<file path="src/rtl/zoom_executor.sv">
// Zoom pass engine: walks the source frame for the latched ALGORITHM code and
// writes the 2x-enlarged or 2x-reduced image row-major into destination memory.
module zoom_executor #(
    parameter int SRC_W  = 160,
    parameter int SRC_H  = 120,
    parameter int PIX_W  = 8,
    parameter int SRC_AW = 15,
    parameter int DST_AW = 17
) (
    input  logic              CLK,
    input  logic              RESET_N,
    input  logic              START,
    input  logic [1:0]        ALGORITHM,
    output logic              SRC_RD,
    output logic [SRC_AW-1:0] SRC_ADDR,
    input  logic [PIX_W-1:0]  SRC_DATA,
    output logic              DST_WE,
    output logic [DST_AW-1:0] DST_ADDR,
    output logic [PIX_W-1:0]  DST_DATA,
    output logic              BUSY,
    output logic              DONE,
    output logic [1:0]        OUT_STATE
);

    localparam int CW    = $clog2(2 * SRC_W);
    localparam int RW    = $clog2(2 * SRC_H);
    localparam int ACC_W = PIX_W + 2;

    localparam logic [1:0] ALG_NN = 2'd0;
    localparam logic [1:0] ALG_PR = 2'd1;
    localparam logic [1:0] ALG_DC = 2'd2;
    localparam logic [1:0] ALG_BA = 2'd3;

    typedef enum logic [2:0] {IDLE, RD, CAP, WR, FIN} state_t;

    state_t          state, state_nx;
    logic [1:0]      alg, alg_nx;
    logic [CW-1:0]   cx, cx_nx, x_max;
    logic [RW-1:0]   cy, cy_nx, y_max;
    logic [1:0]      sub, sub_nx;
    logic [1:0]      out_state, out_state_nx;

    logic             vld_p1;
    logic [PIX_W-1:0] pix_p1;
    logic [ACC_W-1:0] acc_p1;

    logic [31:0]       sx, sy, dx, dy, dw;
    logic [SRC_AW-1:0] src_lin;
    logic [DST_AW-1:0] dst_lin;
    logic [PIX_W-1:0]  wr_data;

    // 2x2 box average with round-half-up; the sum plus bias fits ACC_W bits.
    function automatic logic [PIX_W-1:0] round_avg4(input logic [ACC_W-1:0] sum);
        return PIX_W'((sum + ACC_W'(2)) >> 2);
    endfunction

    always_comb begin
        x_max = CW'(SRC_W / 2 - 1);
        y_max = RW'(SRC_H / 2 - 1);
        case (alg)
            ALG_NN: begin
                x_max = CW'(2 * SRC_W - 1);
                y_max = RW'(2 * SRC_H - 1);
            end
            ALG_PR: begin
                x_max = CW'(SRC_W - 1);
                y_max = RW'(SRC_H - 1);
            end
            default: ;
        endcase
    end

    always_ff @(posedge CLK or negedge RESET_N) begin
        if (!RESET_N) begin
            state     <= IDLE;
            alg       <= ALG_NN;
            cx        <= '0;
            cy        <= '0;
            sub       <= '0;
            out_state <= 2'd0;
            vld_p1    <= 1'b0;
        end else begin
            state     <= state_nx;
            alg       <= alg_nx;
            cx        <= cx_nx;
            cy        <= cy_nx;
            sub       <= sub_nx;
            out_state <= out_state_nx;
            vld_p1    <= (state == RD);
        end
    end

    always_comb begin
        state_nx     = state;
        alg_nx       = alg;
        cx_nx        = cx;
        cy_nx        = cy;
        sub_nx       = sub;
        out_state_nx = out_state;
        case (state)
            IDLE, FIN: begin
                state_nx = IDLE;
                if (START) begin
                    alg_nx   = ALGORITHM;
                    cx_nx    = '0;
                    cy_nx    = '0;
                    sub_nx   = '0;
                    state_nx = RD;
                end
            end
            RD: begin
                if (alg == ALG_BA) begin
                    if (sub == 2'd3) begin
                        sub_nx   = '0;
                        state_nx = CAP;
                    end else begin
                        sub_nx = sub + 2'd1;
                    end
                end else begin
                    state_nx = WR;
                end
            end
            CAP: state_nx = WR;
            WR: begin
                // PR fans one read out to its 2x2 block before advancing
                if (alg == ALG_PR && sub != 2'd3) begin
                    sub_nx = sub + 2'd1;
                end else begin
                    sub_nx = '0;
                    if (cx == x_max) begin
                        cx_nx = '0;
                        if (cy == y_max) begin
                            cy_nx        = '0;
                            state_nx     = FIN;
                            out_state_nx = (alg == ALG_NN || alg == ALG_PR) ? 2'd1 : 2'd2;
                        end else begin
                            cy_nx    = cy + RW'(1);
                            state_nx = RD;
                        end
                    end else begin
                        cx_nx    = cx + CW'(1);
                        state_nx = RD;
                    end
                end
            end
            default: state_nx = IDLE;
        endcase
    end

    always_comb begin
        sx = 32'(cx);
        sy = 32'(cy);
        dx = 32'(cx);
        dy = 32'(cy);
        dw = 32'(SRC_W / 2);
        case (alg)
            ALG_NN: begin
                sx = 32'(cx) >> 1;
                sy = 32'(cy) >> 1;
                dw = 32'(2 * SRC_W);
            end
            ALG_PR: begin
                dx = 2 * 32'(cx) + 32'(sub[0]);
                dy = 2 * 32'(cy) + 32'(sub[1]);
                dw = 32'(2 * SRC_W);
            end
            ALG_DC: begin
                sx = 2 * 32'(cx);
                sy = 2 * 32'(cy);
            end
            default: begin
                sx = 2 * 32'(cx) + 32'(sub[0]);
                sy = 2 * 32'(cy) + 32'(sub[1]);
            end
        endcase
        src_lin = SRC_AW'(sy * 32'(SRC_W) + sx);
        dst_lin = DST_AW'(dy * dw + dx);
    end

    // stage p1: read data returns one cycle after SRC_RD; hold it and sum it
    always_ff @(posedge CLK) begin
        if (vld_p1) pix_p1 <= SRC_DATA;
        acc_p1 <= vld_p1 ? acc_p1 + ACC_W'(SRC_DATA) : '0;
    end

    always_comb begin
        if (alg == ALG_BA)  wr_data = round_avg4(acc_p1);
        else if (vld_p1)    wr_data = SRC_DATA;
        else                wr_data = pix_p1;
    end

    assign SRC_RD    = (state == RD);
    assign DST_WE    = (state == WR);
    assign BUSY      = (state == RD) || (state == CAP) || (state == WR);
    assign DONE      = (state == FIN);
    assign OUT_STATE = out_state;
    assign SRC_ADDR  = SRC_RD ? src_lin : '0;
    assign DST_ADDR  = DST_WE ? dst_lin : '0;
    assign DST_DATA  = DST_WE ? wr_data : '0;

endmodule

</file>
<file path="config.mk">
export PLATFORM = sky130hd
export DESIGN_NAME = zoom_executor
export DESIGN_NICKNAME = d
export VERILOG_FILES = /design/src/rtl/zoom_executor.sv
export SDC_FILE = /design/constraint.sdc
export NUM_CORES = 1
export LEC_CHECK = 0
export BUFFER_PORTS_ARGS = -buffer_cell sky130_fd_sc_hd__buf_4
export CAP_MARGIN = 20
export CORE_ASPECT_RATIO = 1.5
export CORE_UTILIZATION = 35
export CTS_BUF_LIST = sky130_fd_sc_hd__clkbuf_16
export DETAILED_ROUTE_END_ITERATION = 12
export SETUP_SLACK_MARGIN = 0.5
export SLEW_MARGIN = 20
export SYNTH_ARGS = -nofsm -noshare
export SYNTH_HDL_FRONTEND = slang
export SYNTH_SLANG_ARGS = --single-unit
</file>
<file path="constraint.sdc">
create_clock -name CLK -period 10.2 [get_ports CLK]
set_input_delay 3.06 -clock CLK [delete_from_list [all_inputs] [get_ports CLK]]
set_output_delay 3.06 -clock CLK [all_outputs]
set_load 0.005 [all_outputs]
</file>
==> impl_results.md, run 1 <==
* Reg2Reg Setup Slack at 7.20 ns
* Most used cell along the critical path: ha_1
* FP Rows at 54
* Mapped Cells at 658
* Delay-heaviest family, CP: adder cells
* CTS tree: yes
* Pre-antenna DRT Iters at 4
* Total gr overflow at 0
* Synthesis-stage register bit count at 45
* Max stage delay on crit path at 0.60 ns
* Hold Crit Class: flop to flop
* Critical path arrival at 5.61 ns
* Largest net degree at the start of global routing at 47
* Slew Viols, Final at 0
* Placed cell areas at 5780 sq um
* Clock-pin slew on the worst setup and hold paths at 0.06 ns
* Status: finished clean
* Final WL at 12.4 mm
* Hold Violations, Final at 0
* Setup Buffers After CTS at 0
* Clk Latency, worst-skew pair at 0.28 ns
* Min cycle time layout at 8.67 ns
* Slowest stage cell, crit path: clkinv_1
* Clk sinks at 45
* Die Width at 102 um
* Peak VDD IR at 98.0 uV
* Mean post-synth cell area at 7.92 sq um
* Commonest cells after routing, fill and taps aside: 83 x ha_1, 76 x nand2_1, 64 x nor2_1
* Pwr Density at 64.4 nW/um^2
* Root Driver: clkbuf_16
* Post-CTS Hold Buffers at 0
* Max-Cap Viols at 0
* Total CTS buffers at 5
* Top-area cell type share of the netlist area at 0.199
* Top FF cell, synth: dfrtp_1
* Commonest non-fill, non-tap cell in the layout: ha_1
* CTS H-tree lvls at 2
* Die area at 15400 sq um
* GRT Resource Usage Total at 0.172
* Tightest Pin Transition at 1.05 ns
* Area Overhead vs Synth at 14.3%
* Post-CTS Resized at 0
* Synth async-reset ratio at 0.600
* CP Launch Type: flop
* Worst EP required at 7.14 ns
* Final Util at 0.410
* Setup_tns at 0 ns
* Per-cell routed wire length at 13.9 um
* Static Leak at 2.89 nW
* Syn_nets at 763
* Layout cells sized above 1 at 0.137
* RSZ-0062 raised after global routing: no
* Drt via density at 5.24
* Worst setup EP type: primary output
* First-pass GRT wire length at 21.3 mm
* Final-layout fill cell count at 1512
* Synthesis Warnings at 0
* Largest area contributor in the netlist: ha_1
* Fin nets at 799
* Post-route cell area at 5950 sq um
* ANT nets after route at 0
* Initial antenna violation count at 0
* Leading post-synthesis cells by cell area: ha_1 20%, dfrtp_1 13%, dfxtp_1 6.9%
* IO Count at 59
* Post-Syn Area at 5210 sq um
* Clock Tree Buf Depth at 2
* Post-synth EDFFs at 0
* Pre-CTS setup slack at 1.84 ns
* Crit share post-route at 0.850
* HPWL after DPL at 10.0 mm
* CP max FO at 21
* Fmax at 115 MHz
* Rel. slew slack at 0.300
* Vias in the first global route at 4725
* # port buffers at 58
* # diodes at 0
* Crit path kind: flop to primary output
* Initial core utilization at 0.359
* Worst Path Buf+Inv at 5
* Die H at 151 um
* Initial drt markers at 188
* Setup violators final at 0
* Post-synthesis sequential area ratio at 0.199
* CP Cell Sequence: nand2b_1, clkinv_1, nand2_1, o21ai_0, ha_1, inv_1, fa_1, inv_1, ha_1, ha_1, fa_1, ha_1, inv_1, a2111oi_0, o41ai_1, nor3b_1, nor3_1, buf_4
* Post-Route Skew at 0.00325 ns
* Core box area at 14500 sq um
* GPL Wtd Cong at 0.835
* Via count at 4669
* DRC at 0
* Post-synthesis cell type count at 65
* Fin Hold WS at 0.475 ns
* Worst Setup Slack, final at 1.53 ns
==> report_power, final <==
| part | internal [mW] | switching, mW |
|---|---|---|
| logic | 0.0100 | 0.00925 |
| registers | 0.179 | 0.000378 |
| clock network | 0.116 | 0.0688 |
==> registers in the layout, indices dropped and copies added, names as in the netlist <==
name	flops
cx	9
sub	2
vld_p1	1
pix_p1	8
OUT_STATE	2
alg	2
state	3
cy	8
acc_p1	10
==> final timing paths <==
check	start	to	cells after the start
hold reg to reg	pix_p1[0]	pix_p1[0]	1
min in group asynchronous	RESET_N	cx[1]	1
hold / removal	pix_p1[0]	pix_p1[0]	1
setup reg to reg	alg[1]	cy[5]	8
setup / recovery	alg[1]	DST_ADDR[15]	18
max in group asynchronous	RESET_N	cy[2]	1
==> area by class of cell <==
| cell class | instances | area (sq um) | area share |
|---|---|---|---|
| clock inverters | 3 | 46.3 | 0.00778 |
| well taps | 196 | 245 | 0.0412 |
| repair buffers | 60 | 450 | 0.0757 |
| flip-flops and latches | 45 | 1040 | 0.174 |
| multi-input cells | 534 | 3870 | 0.650 |
| clock buffers | 5 | 125 | 0.0210 |
| inverters | 48 | 180 | 0.0303 |
==> per-layer routing <==
metal,GRT usage,share of wire,vias up
met2,0.336,0.53,99
met1,0.182,0.40,2183
met3,0.0143,0.026,27
met4,0.0775,0.036,0
met5,0,0,-
li1,-,-,2360
==> synth_stat cells, types with 6 or more instances <==
library cell / n
ha_1: 83
nand2_1: 76
xnor2_1: 18
o22ai_1: 6
mux2i_1: 17
inv_1: 46
o21ai_1: 6
nor3_1: 10
a211oi_1: 16
nand3_1: 14
nor2_1: 64
nand4_1: 7
nor2b_1: 15
and2_1: 18
o21ai_0: 41
fa_1: 9
a21oi_1: 29
mux2_2: 13
dfxtp_1: 18
and3_1: 7
nand2b_1: 10
dfrtp_1: 27
clkbuf_1: 23
xor2_1: 13
==> through the flow <==
step | instances | power [mW]
final | 891 | 0.384
after global routing | 891 | 0.399
after CTS | 891 | 0.390
after detailed placement | 883 | 0.203
after global placement | 883 | 0.202
after floorplan | 658 | 0.192
==> cells by family after synthesis <==
kind of cell	Yosys count	synth area share
buffers and inverters	79	0.0581
AOI/OAI and AO/OA	134	0.166
xor gates and xnor gates	31	0.0521
and+or+nand+nor	245	0.227
muxes	31	0.0629
adders and majority gates	92	0.234
DFF	45	0.199
other	1	0.000720
Note: power is estimated with default switching activity, not from simulation.
==> run 2, diff against run 1 <==
Settings changed: MAX_ROUTING_LAYER set to met4.
Clock period 10.2 ns to 9.1 ns, I/O delays scaled along.
==> impl_results.md, run 2 (synthesis gave the netlist of run 1 again) <==
* Status: finished clean
* Commonest non-fill, non-tap cell in the layout: ha_1
* Worst EP required at 6.37 ns
* Largest registers: acc_p1 x10, cx x9
* Layout cells sized above 1 at 0.136
* Worst setup EP type: primary output
* Critical path arrival at 4.93 ns
* ANT nets after route at 0
* Vias in the first global route at 4576
* GRT Resource Usage Total at 0.174
* Rel. slew slack at 0.290
* Fin Hold WS at 0.473 ns
* Pwr Density at 71.9 nW/um^2
* Final Util at 0.410
* Max reg flops at 10
* Area Overhead vs Synth at 14.4%
* Commonest cells after routing, fill and taps aside: 83 x ha_1, 76 x nand2_1, 64 x nor2_1
* Fin cells at 892
* Initial antenna violation count at 0
* Clock power frac at 0.481
* Sequential share of power at 0.470
* CP Launch Type: flop
* Clk sinks at 45
* Core box area at 14500 sq um
* First-pass GRT wire length at 20.9 mm
* Post-Route Skew at 0.00696 ns
* Net Switching at 87.4 uW
* CTS tree: yes
* Via count at 4661
* Post-CTS Resized at 0
* Die H at 151 um
* Setup Buffers After CTS at 0
* HPWL after DPL at 9.75 mm
* Setup_tns at 0 ns
* Setup violators final at 0
* Crit. Startpoint: alg[0]
* Hold_sp: pix_p1[0]
* Placed cells at 884
* Peak VDD IR at 107 uV
* Sw frac at 0.204
* Comb pwr share at 0.050
* Largest net degree at the start of global routing at 47
* Final-layout fill cell count at 1510
* Total gr overflow at 0
* Fmax at 131 MHz
* Tightest Pin Transition at 1.06 ns
* Crit path kind: flop to primary output
* Per-cell routed wire length at 13.7 um
* Initial core utilization at 0.359
* Int Pwr at 341 uW
* Clk Latency, worst-skew pair at 0.29 ns
* GPL Wtd Cong at 0.822
* Crit share post-route at 0.842
* CTS H-tree lvls at 2
* IO Count at 59
* CP max FO at 24
* Pre-antenna DRT Iters at 4
* Worst R2R Start: state[0]
* Hold Violations, Final at 0
* Die area at 15400 sq um
* Die Width at 102 um
* DRC at 0
* Initial drt markers at 278
* Clock Tree Buf Depth at 2
* Hold Crit Class: flop to flop
* # diodes at 0
* Final WL at 12.3 mm
* FP Rows at 54
* Root Driver: clkbuf_16
* Fin nets at 800
* Post-CTS Hold Buffers at 0
* Slew Viols, Final at 0
* Total CTS buffers at 5
* Max-Cap Viols at 0
* Static Leak at 2.90 nW
* Drt via density at 5.23
* RSZ-0062 raised after global routing: no
* Min cycle time layout at 7.66 ns
* Largest reg by FF count: acc_p1
* # port buffers at 58
* Clock-pin slew on the worst setup and hold paths at 0.06 ns
## run 2: per-layer routing
metal	global-route usage	routed length (um)	up-vias	part of all wire
li1	-	-	2360	-
met1	0.192	4980	2196	0.41
met2	0.319	6520	84	0.53
met3	0.0134	356	21	0.029
met4	0.0717	395	0	0.032
met5	-	0	-	0
## run 2: worst paths after layout
kind | to | slack [ns] | cells past startpoint
max in group asynchronous | cx[4] | 6.48 | 1
min in group asynchronous | cx[1] | 2.36 | 1
worst min register to register | pix_p1[0] | 0.47 | 1
worst max register to register | cx[5] | 6.10 | 7
worst min-delay path | pix_p1[0] | 0.47 | 1
worst max-delay path | DST_ADDR[15] | 1.44 | 18
## run 2: worst max-delay path, stage by stage (launching register included)
cell and delay, ns:
dfrtp_1 0.34, buf_4 0.32, mux2_2 0.39, nor2b_1 0.13, ha_1 0.29, inv_1 0.05, fa_1 0.53, inv_1 0.04
ha_1 0.29, ha_1 0.30, ha_1 0.30, ha_1 0.35, and2_1 0.19, nand4_1 0.08, o21ai_0 0.08, o41ai_1 0.45
nor3b_1 0.24, nor3_1 0.07, buf_4 0.18
## run 2: final cells by class
class | count | area, sq um | area share
inverter | 48 | 180 | 0.0302
clock inverter | 3 | 42.5 | 0.00714
tap | 196 | 245 | 0.0412
timing repair buffer | 61 | 458 | 0.0769
sequential | 45 | 1040 | 0.174
multi-input combinational | 534 | 3870 | 0.650
clock buffer | 5 | 125 | 0.0210
## run 2: power by group through the flow
stage	Clock, mW	Combinational (mW)	Sequential (mW)
global placement	0	0.0211	0.205
detailed placement	0	0.0215	0.205
floorplan	0	0.00987	0.205
global route	0.219	0.0243	0.201
CTS	0.211	0.0218	0.201
finish	0.206	0.0214	0.201
## run 2: through the flow
stage	total power, mW	setup WS, ns	instance area (sq um)
finish	0.428	1.44	5960
detailed placement	0.227	1.76	5790
CTS	0.434	1.39	5960
floorplan	0.215	1.98	5210
global placement	0.226	1.80	5790
global route	0.444	1.05	5960
